==> src/rtl/i2c_pkg.sv <==
// Shared definitions for the I2C engines: FSM states and per-quarter SCL/SDA patterns.
// Each pattern lists quarters q0..q3 from MSB to LSB.
package i2c_pkg;

  localparam int QUARTERS = 4;

  typedef enum logic [2:0] {
    ST_IDLE,
    ST_START,
    ST_BIT,
    ST_ACK,
    ST_STOP
  } state_t;

  localparam logic [3:0] PAT_START_SCL = 4'b1110;
  localparam logic [3:0] PAT_START_SDA = 4'b1100;
  localparam logic [3:0] PAT_BIT_SCL   = 4'b0110;
  localparam logic [3:0] PAT_STOP_SCL  = 4'b0111;
  localparam logic [3:0] PAT_STOP_SDA  = 4'b0011;
  localparam logic [3:0] PAT_SDA_HIGH  = 4'b1111;
  localparam logic [3:0] PAT_SDA_LOW   = 4'b0000;

  function automatic logic pat_bit(input logic [3:0] pat, input logic [1:0] q);
    return pat[2'd3 - q];
  endfunction

endpackage

==> src/rtl/i2c_tick_gen.sv <==
// Quarter-bit tick divider: tick is high for one cycle every DIV enabled cycles.
// restart zeroes the count so the first tick lands DIV cycles after it.
module i2c_tick_gen #(
  parameter int DIV = 8192
) (
  input  logic clk,
  input  logic rst_n,
  input  logic restart,
  input  logic en,
  output logic tick
);

  localparam int CW = (DIV > 1) ? $clog2(DIV) : 1;

  logic [CW-1:0] cnt;

  assign tick = en && (cnt == CW'(DIV - 1));

  always_ff @(posedge clk or negedge rst_n) begin
    if (!rst_n) begin
      cnt <= '0;
    end else if (restart) begin
      cnt <= '0;
    end else if (en) begin
      cnt <= tick ? '0 : cnt + CW'(1);
    end
  end

endmodule

==> src/rtl/i2c_multi_writer.sv <==
// I2C write engine: START, 1..NBYTES bytes with ACK slots, STOP on any subset of NLINES buses.
// One tick per quarter bit, 8+36*LEN ticks per transfer; I2C_NACK_ABORT_EN stops after a NACKed byte.
module i2c_multi_writer
  import i2c_pkg::*;
#(
  parameter int NBYTES = 4,
  parameter int NLINES = 2,
  parameter int DIV    = 8192
) (
  input  logic                         CLK,
  input  logic                         RSTN,
  input  logic                         START,
  input  logic [$clog2(NBYTES+1)-1:0]  LEN,
  input  logic [NLINES-1:0]            LINESEL,
  input  logic [8*NBYTES-1:0]          DATA,
  input  logic [NLINES-1:0]            SDA_IN,
  output logic [NLINES-1:0]            SCL_OUT,
  output logic [NLINES-1:0]            SDA_OUT,
  output logic                         BUSY,
  output logic                         DONE,
  output logic                         NACK
);

  localparam int LW = $clog2(NBYTES + 1);
  localparam int DW = 8 * NBYTES;

  state_t            state, state_nxt;
  logic              start_q;
  logic [1:0]        qtr;
  logic [2:0]        bit_cnt;
  logic [LW-1:0]     bytes_left;
  logic [LW-1:0]     len_c;
  logic [DW-1:0]     shreg;
  logic [NLINES-1:0] sel_q;
  logic              tick, accept, qlast, last_byte, ack_hit, done_nxt;
  logic              scl_b, sda_b;

  assign len_c   = (LEN > LW'(NBYTES)) ? LW'(NBYTES) : LEN;
  assign accept  = START && !start_q && (state == ST_IDLE);
  assign qlast   = tick && (qtr == 2'(QUARTERS - 1));
  assign ack_hit = |(SDA_IN & sel_q);

`ifdef I2C_NACK_ABORT_EN
  assign last_byte = (bytes_left == LW'(1)) || NACK;
`else
  assign last_byte = (bytes_left == LW'(1));
`endif

  i2c_tick_gen #(.DIV(DIV)) u_tick (
    .clk     (CLK),
    .rst_n   (RSTN),
    .restart (accept),
    .en      (state != ST_IDLE),
    .tick    (tick)
  );

  always_ff @(posedge CLK or negedge RSTN) begin
    if (!RSTN) state <= ST_IDLE;
    else       state <= state_nxt;
  end

  always_comb begin
    state_nxt = state;
    done_nxt  = 1'b0;
    scl_b     = 1'b1;
    sda_b     = 1'b1;
    case (state)
      ST_IDLE: begin
        if (accept) begin
          if (len_c == '0) done_nxt  = 1'b1;
          else             state_nxt = ST_START;
        end
      end
      ST_START: begin
        scl_b = pat_bit(PAT_START_SCL, qtr);
        sda_b = pat_bit(PAT_START_SDA, qtr);
        if (qlast) state_nxt = ST_BIT;
      end
      ST_BIT: begin
        scl_b = pat_bit(PAT_BIT_SCL, qtr);
        sda_b = pat_bit(shreg[DW-1] ? PAT_SDA_HIGH : PAT_SDA_LOW, qtr);
        if (qlast && bit_cnt == 3'd7) state_nxt = ST_ACK;
      end
      ST_ACK: begin
        scl_b = pat_bit(PAT_BIT_SCL, qtr);
        sda_b = pat_bit(PAT_SDA_HIGH, qtr);
        if (qlast) state_nxt = last_byte ? ST_STOP : ST_BIT;
      end
      ST_STOP: begin
        scl_b = pat_bit(PAT_STOP_SCL, qtr);
        sda_b = pat_bit(PAT_STOP_SDA, qtr);
        if (qlast) begin
          state_nxt = ST_IDLE;
          done_nxt  = 1'b1;
        end
      end
      default: state_nxt = ST_IDLE;
    endcase
  end

  // Payload shifts left one bit per BIT state, so the next byte's MSB is always on top.
  always_ff @(posedge CLK or negedge RSTN) begin
    if (!RSTN) begin
      start_q    <= 1'b1;
      DONE       <= 1'b0;
      NACK       <= 1'b0;
      qtr        <= '0;
      bit_cnt    <= '0;
      bytes_left <= '0;
      shreg      <= '0;
      sel_q      <= '0;
    end else begin
      start_q <= START;
      DONE    <= done_nxt;
      if (accept) begin
        shreg      <= DATA;
        sel_q      <= LINESEL;
        bytes_left <= len_c;
        NACK       <= 1'b0;
        qtr        <= '0;
        bit_cnt    <= '0;
      end else if (tick) begin
        qtr <= qtr + 2'd1;
        if (state == ST_BIT && qlast) begin
          shreg   <= {shreg[DW-2:0], 1'b0};
          bit_cnt <= bit_cnt + 3'd1;
        end
        if (state == ST_ACK && qtr == 2'd2 && ack_hit) NACK <= 1'b1;
        if (state == ST_ACK && qlast) bytes_left <= bytes_left - LW'(1);
      end
    end
  end

  assign BUSY    = (state != ST_IDLE);
  assign SCL_OUT = {NLINES{scl_b}} | ~sel_q;
  assign SDA_OUT = {NLINES{sda_b}} | ~sel_q;

endmodule

==> config.mk <==
export PLATFORM = sky130hd
export DESIGN_NAME = i2c_multi_writer
export DESIGN_NICKNAME = d
export VERILOG_FILES = /design/src/rtl/i2c_pkg.sv /design/src/rtl/i2c_tick_gen.sv /design/src/rtl/i2c_multi_writer.sv
export SDC_FILE = /design/constraint.sdc
export NUM_CORES = 1
export LEC_CHECK = 0
export CAP_MARGIN = 10
export CELL_PAD_IN_SITES_DETAIL_PLACEMENT = 0
export CELL_PAD_IN_SITES_GLOBAL_PLACEMENT = 1
export CORE_ASPECT_RATIO = 0.75
export CORE_MARGIN = 5
export CORE_UTILIZATION = 51
export CTS_BUF_LIST = sky130_fd_sc_hd__clkbuf_16
export CTS_CLUSTER_SIZE = 30
export DETAILED_ROUTE_END_ITERATION = 10
export DONT_BUFFER_PORTS = 1
export PLACE_DENSITY = 0.9
export SYNTH_ARGS = -nofsm -noshare
export SYNTH_HDL_FRONTEND = slang
export SYNTH_SLANG_ARGS = --single-unit
==> constraint.sdc <==
create_clock -name CLK -period 4.5 [get_ports CLK]
set_clock_uncertainty 0.2 [all_clocks]
set_input_delay 0.9 -clock CLK [delete_from_list [all_inputs] [get_ports CLK]]
set_output_delay 0.9 -clock CLK [all_outputs]
set_load 0.01 [all_outputs]
# After elaboration in Yosys (flattened, before gate mapping)
# Index checks and enable logic that the tools add are counted.
# word_totals
word_cells,107
rom_bits,0
regBits,61
memories,0
out_inout_bits,7
latch_bits,0
inputBits,42
ram_bits,0
# op_classes
div,0
reduce_logical,24
add_sub_neg,5
order_cmp,2
mux,47
multipliers,0
n_shift,0
bitwise_logic,4
eq_ne,15
# ops
op,n
$mux 32,3
$mux 3,14
$mux 13,3
$pmux 3 s5,1
$bmux 1 s2,7
$add 13x1->13 const B,1
$eq 13x13->1 const B,1
$mux 1,13
$ne 2x2->1 const B,6
$reduce_bool 2->1,5
$logic_and 1x1->1,9
$eq 3x1->1 const B,2
$eq 3x2->1 const B,2
$eq 3x3->1 const B,2
$logic_not 3->1,2
$reduce_and 2->1,3
$reduce_and 6->1,1
$eq 2x2->1 const B,2
$mux 2,2
$mux 4,1
$or 2x2->2,2
$pmux 1 s4,1
$reduce_or 2->1,2
$add 3x1->3 const B,1
other kinds (11),11

# Longest topological paths before layout
# depth
word_depth,7
ltp_mapped,8
ltp_nobuf,7

# Modules after synthesis
# Synthesis repeated with hierarchy kept, for this count alone.
# unflattened
cells_unflattened,283
hier_area_um2,3160.5
# by_module_without_submodules
mod,instances,area_per_inst_um2,cells_each
i2c_multi_writer,1,2421.1,207
i2c_tick_gen,1,739.5,76

# Worst setup path after synthesis
# No wires, ideal clock.
# synth_path
path_type,register -> output
from,register qtr[1]
to,output port SCL_OUT[0]
required_time_ps,3400
arrival_ps,1231
path_stages_with_launch,8
setup_slack_ps,2169
path_cell_list,dfrtp_1 inv_1 ha_1 nor2b_1 a21oi_1 nor2_1 a31oi_1 nand2b_1
# synth_between
elab_chain_len,5
word_cells_on_any_way,9
# synth_rtl
element,line,text
"start, declared",i2c_multi_writer.sv:29,logic [1:0] qtr;
"start signal, assigned",i2c_multi_writer.sv:123,qtr <= qtr + 2'd1;
$sub 2x2->2 *,i2c_pkg.sv:24,return pat[2'd3 - q];
$bmux 1 s2,i2c_pkg.sv:24,
$mux 1 (not written as such),i2c_pkg.sv:24,
$pmux 1 s3 *,i2c_multi_writer.sv:67,case (state)
$or 2x2->2 *,i2c_multi_writer.sv:135,assign SCL_OUT = {NLINES{scl_b}} | ~sel_q;
"end, declared",i2c_multi_writer.sv:17,"output logic [NLINES-1:0] SCL_OUT,"
# Mark *: on every way between the ends. The rest lies on a longest branch, timed or not. The select of a mux whose other input is x is not followed.

# Worst setup path in the final report
# Same ends and word-level chain as after synthesis.

==> results.cfg <==
[yosys]
synth.largest_area_cell = dfrtp_1
ys_ff_latch = 61
ys_warn_count = 0
synth.top_cells.by_area = dfrtp_1 50%, nand2_1 12%, a22oi_1 7.3%
netlist_area_sq_mm = 0.00299
syn-num-nets = 373
ys_seq_area_share_pct = 51.1
synth-edff-count = 0
avgSynthCellArea_sq_um = 9.29
synth-async-reset-ratio_pct = 100
ys_dominant_reg_cell = dfrtp_1
ys_types = 39
syn_inst = 322
synth_top_area_share_pct = 50.2

[placement]
portBuffers = 0
place_hpwl_um = 4060
postPlaceCellArea_sq_mm = 0.00304
pre_cts_ws_ns = 2.02
place_congestion = 0.834

[timing]
fmax_mhz = 354
relSlewSlack_pct = 56.7
rsz0062_at_grt = false
setup_viol = 0
timing.final.crit_share_pct = 62.8
worst_slack_ns = 1.67
final_hold_viol_count = 0
max_slew.worst_pin.slew_ns = 0.645
final_max_slew_viol_count = 0
fin_tns_setup_ns = 0
layout_min_cycle_time_ns = 2.83

[clock_tree]
ctsHoldBuffers = 0
htree_levels = 3
cts_max_path_buffers = 2
root_buffer = clkbuf_16
cts_resized = 0
cts_tree = yes
cts_setup_buffers = 0
path_clk_slew_ns = 0.05
cts_sinks = 61
clkLatencyLatePin_ns = 0.33
numCtsBuffers = 9

[power]
p_sw_mw = 0.426
p_clk_share_pct = 44.0
p_leak_nw = 1.55
ir_worst_vdd_uv = 256
cellPowerDensity_mw_per_mm2 = 491
p_int_mw = 1.22
p_total_mw = 1.64
seqPwrFrac_pct = 46.0
p_comb_share_pct = 9.9
netSwitchingFraction_pct = 25.9

[layout]
final_nets = 372
drive_gt1_share_pct = 8.28
final_common_cell = nand2_1
seqCellArea_sq_mm = 0.00153
post-route-util_pct = 58.1
fillers = 488
layout_common_cells = 93 x nand2_1, 60 x dfrtp_1, 29 x a22oi_1
diodes = 0
synthToLayoutAreaGrowth_pct = 12.1
final_area_sq_mm = 0.00335
multi_input_area_sq_mm = 0.00135

[grt]
grt_pass1_vias = 2245
grt_max_degree = 62
overflow = 0
grt_pass1_wl_um = 10900
antenna_found_initial = 0
grtUsageTotal_pct = 18.0

[floorplan]
fp.dieW_um = 98.4
dieArea_sq_mm = 0.00751
die_h_um = 76.3
num_rows = 24
io_pins = 49
coreArea_sq_mm = 0.00577
initial_core_util_pct = 51.9

[flow_run]
drv_cap = 0

[routing]
met3_length_um = 404
drtAntennaViolNets = 0
routed_wirelength_um = 6220
wl_per_cell_um = 15.4
vias_per_cell = 5.58
highest_layer = met4
met1Wirelength_um = 2830
drt-initial-drc-count = 140
drt_pass1_iterations = 4
drc = 0
wl_met2_um = 2890
vias = 2253

[worst_setup_path]
arrival_ns = 1.73
end_kind = output port
critPathMaxFanout = 7
setup.worst_path.class = flip-flop to output port
crit_path_start_kind = flip-flop
cp.required_ns = 3.40

[min_path]
hp-class = input port to async pin

[outcome]
status = finished clean
## Yosys cell counts, types with 5 or more instances
master	instances
xor2_1	5
inv_1	8
a21oi_1	9
dfrtp_1	60
a22oi_1	29
nand3_1	11
xnor2_1	6
nand2_1	93
clkbuf_1	10
o21ai_0	16
ha_1	9
nor2_1	18
## per-stage QoR
stage / std cells / hold slack, ns
final: 404 / 0.0698
after global routing: 404 / 0.0520
after CTS: 404 / 0.0575
after detailed placement: 388 / 0.264
after global placement: 388 / 0.258
after floorplan: 322 / 0.246
## layer usage
metal / GRT usage [%] / up-vias
met3: 7.04 / 10
met5: 0 / -
met2: 25.9 / 43
met4: 6.82 / 0
li1: - / 1106
met1: 24.5 / 1094
## layout make-up
| class | instances | share of cell area (%) |
|---|---|---|
| Tap cell | 78 | 2.91 |
| Inverter | 9 | 1.01 |
| Multi-Input combinational cell | 237 | 40.4 |
| Clock buffer | 9 | 6.72 |
| Timing Repair Buffer | 3 | 0.672 |
| Sequential cell | 61 | 45.6 |
| Clock inverter | 7 | 2.69 |
## kinds of logic (layout without fill, tap and decap cells)
kind of cell	Yosys count	in the layout	share of synthesized area, %
AO/OA/AOI/OAI	66	66	14.4
XOR/XNOR	11	11	3.22
multiplexers	1	1	0.377
AND/OR/NAND/NOR	150	150	23.2
buffers and inverters	24	28	3.93
flip-flops	61	61	51.1
adder cells (fa/ha/maj)	9	9	3.77
## worst max-delay path, stage by stage, from the launching register on
cell	delay [ns]
dfrtp_1	0.44
inv_1	0.07
ha_1	0.29
nor2b_1	0.05
a21oi_1	0.12
nor2_1	0.05
a31oi_1	0.19
nand2b_1	0.19
## state kept, by name, indices dropped and copies added (netlist names)
| signal | flops |
|---|---|
| DONE | 1 |
| NACK | 1 |
| bit_cnt | 3 |
| bytes_left | 3 |
| qtr | 2 |
| sel_q | 2 |
| shreg | 32 |
| start_q | 1 |
| state | 3 |
| u_tick.cnt | 13 |
## path summary, 6_finish.rpt
check / start / endpoint / slack, ns / cells after the start
max: qtr[1] / SCL_OUT[0] / 1.67 / 7
min: RSTN / u_tick.cnt[0] / 0.07 / 0
max reg2reg: u_tick.cnt[0] / shreg[1] / 2.05 / 7
min reg2reg: shreg[19] / shreg[19] / 0.27 / 2
max in group asynchronous: RSTN / start_q / 3.83 / 0
min in group CLK: shreg[19] / shreg[19] / 0.27 / 2
## power by group through the flow
stage	combinational, mW	clock [mW]	sequential [mW]
5_1_grt	0.197	0.767	0.771
4_1_cts	0.168	0.737	0.755
3_5_place_dp	0.163	0	0.761
2_1_floorplan	0.137	0	0.738
6_report	0.163	0.724	0.756
3_3_place_gp	0.154	0	0.758
Power figures use the tool's default switching activity.
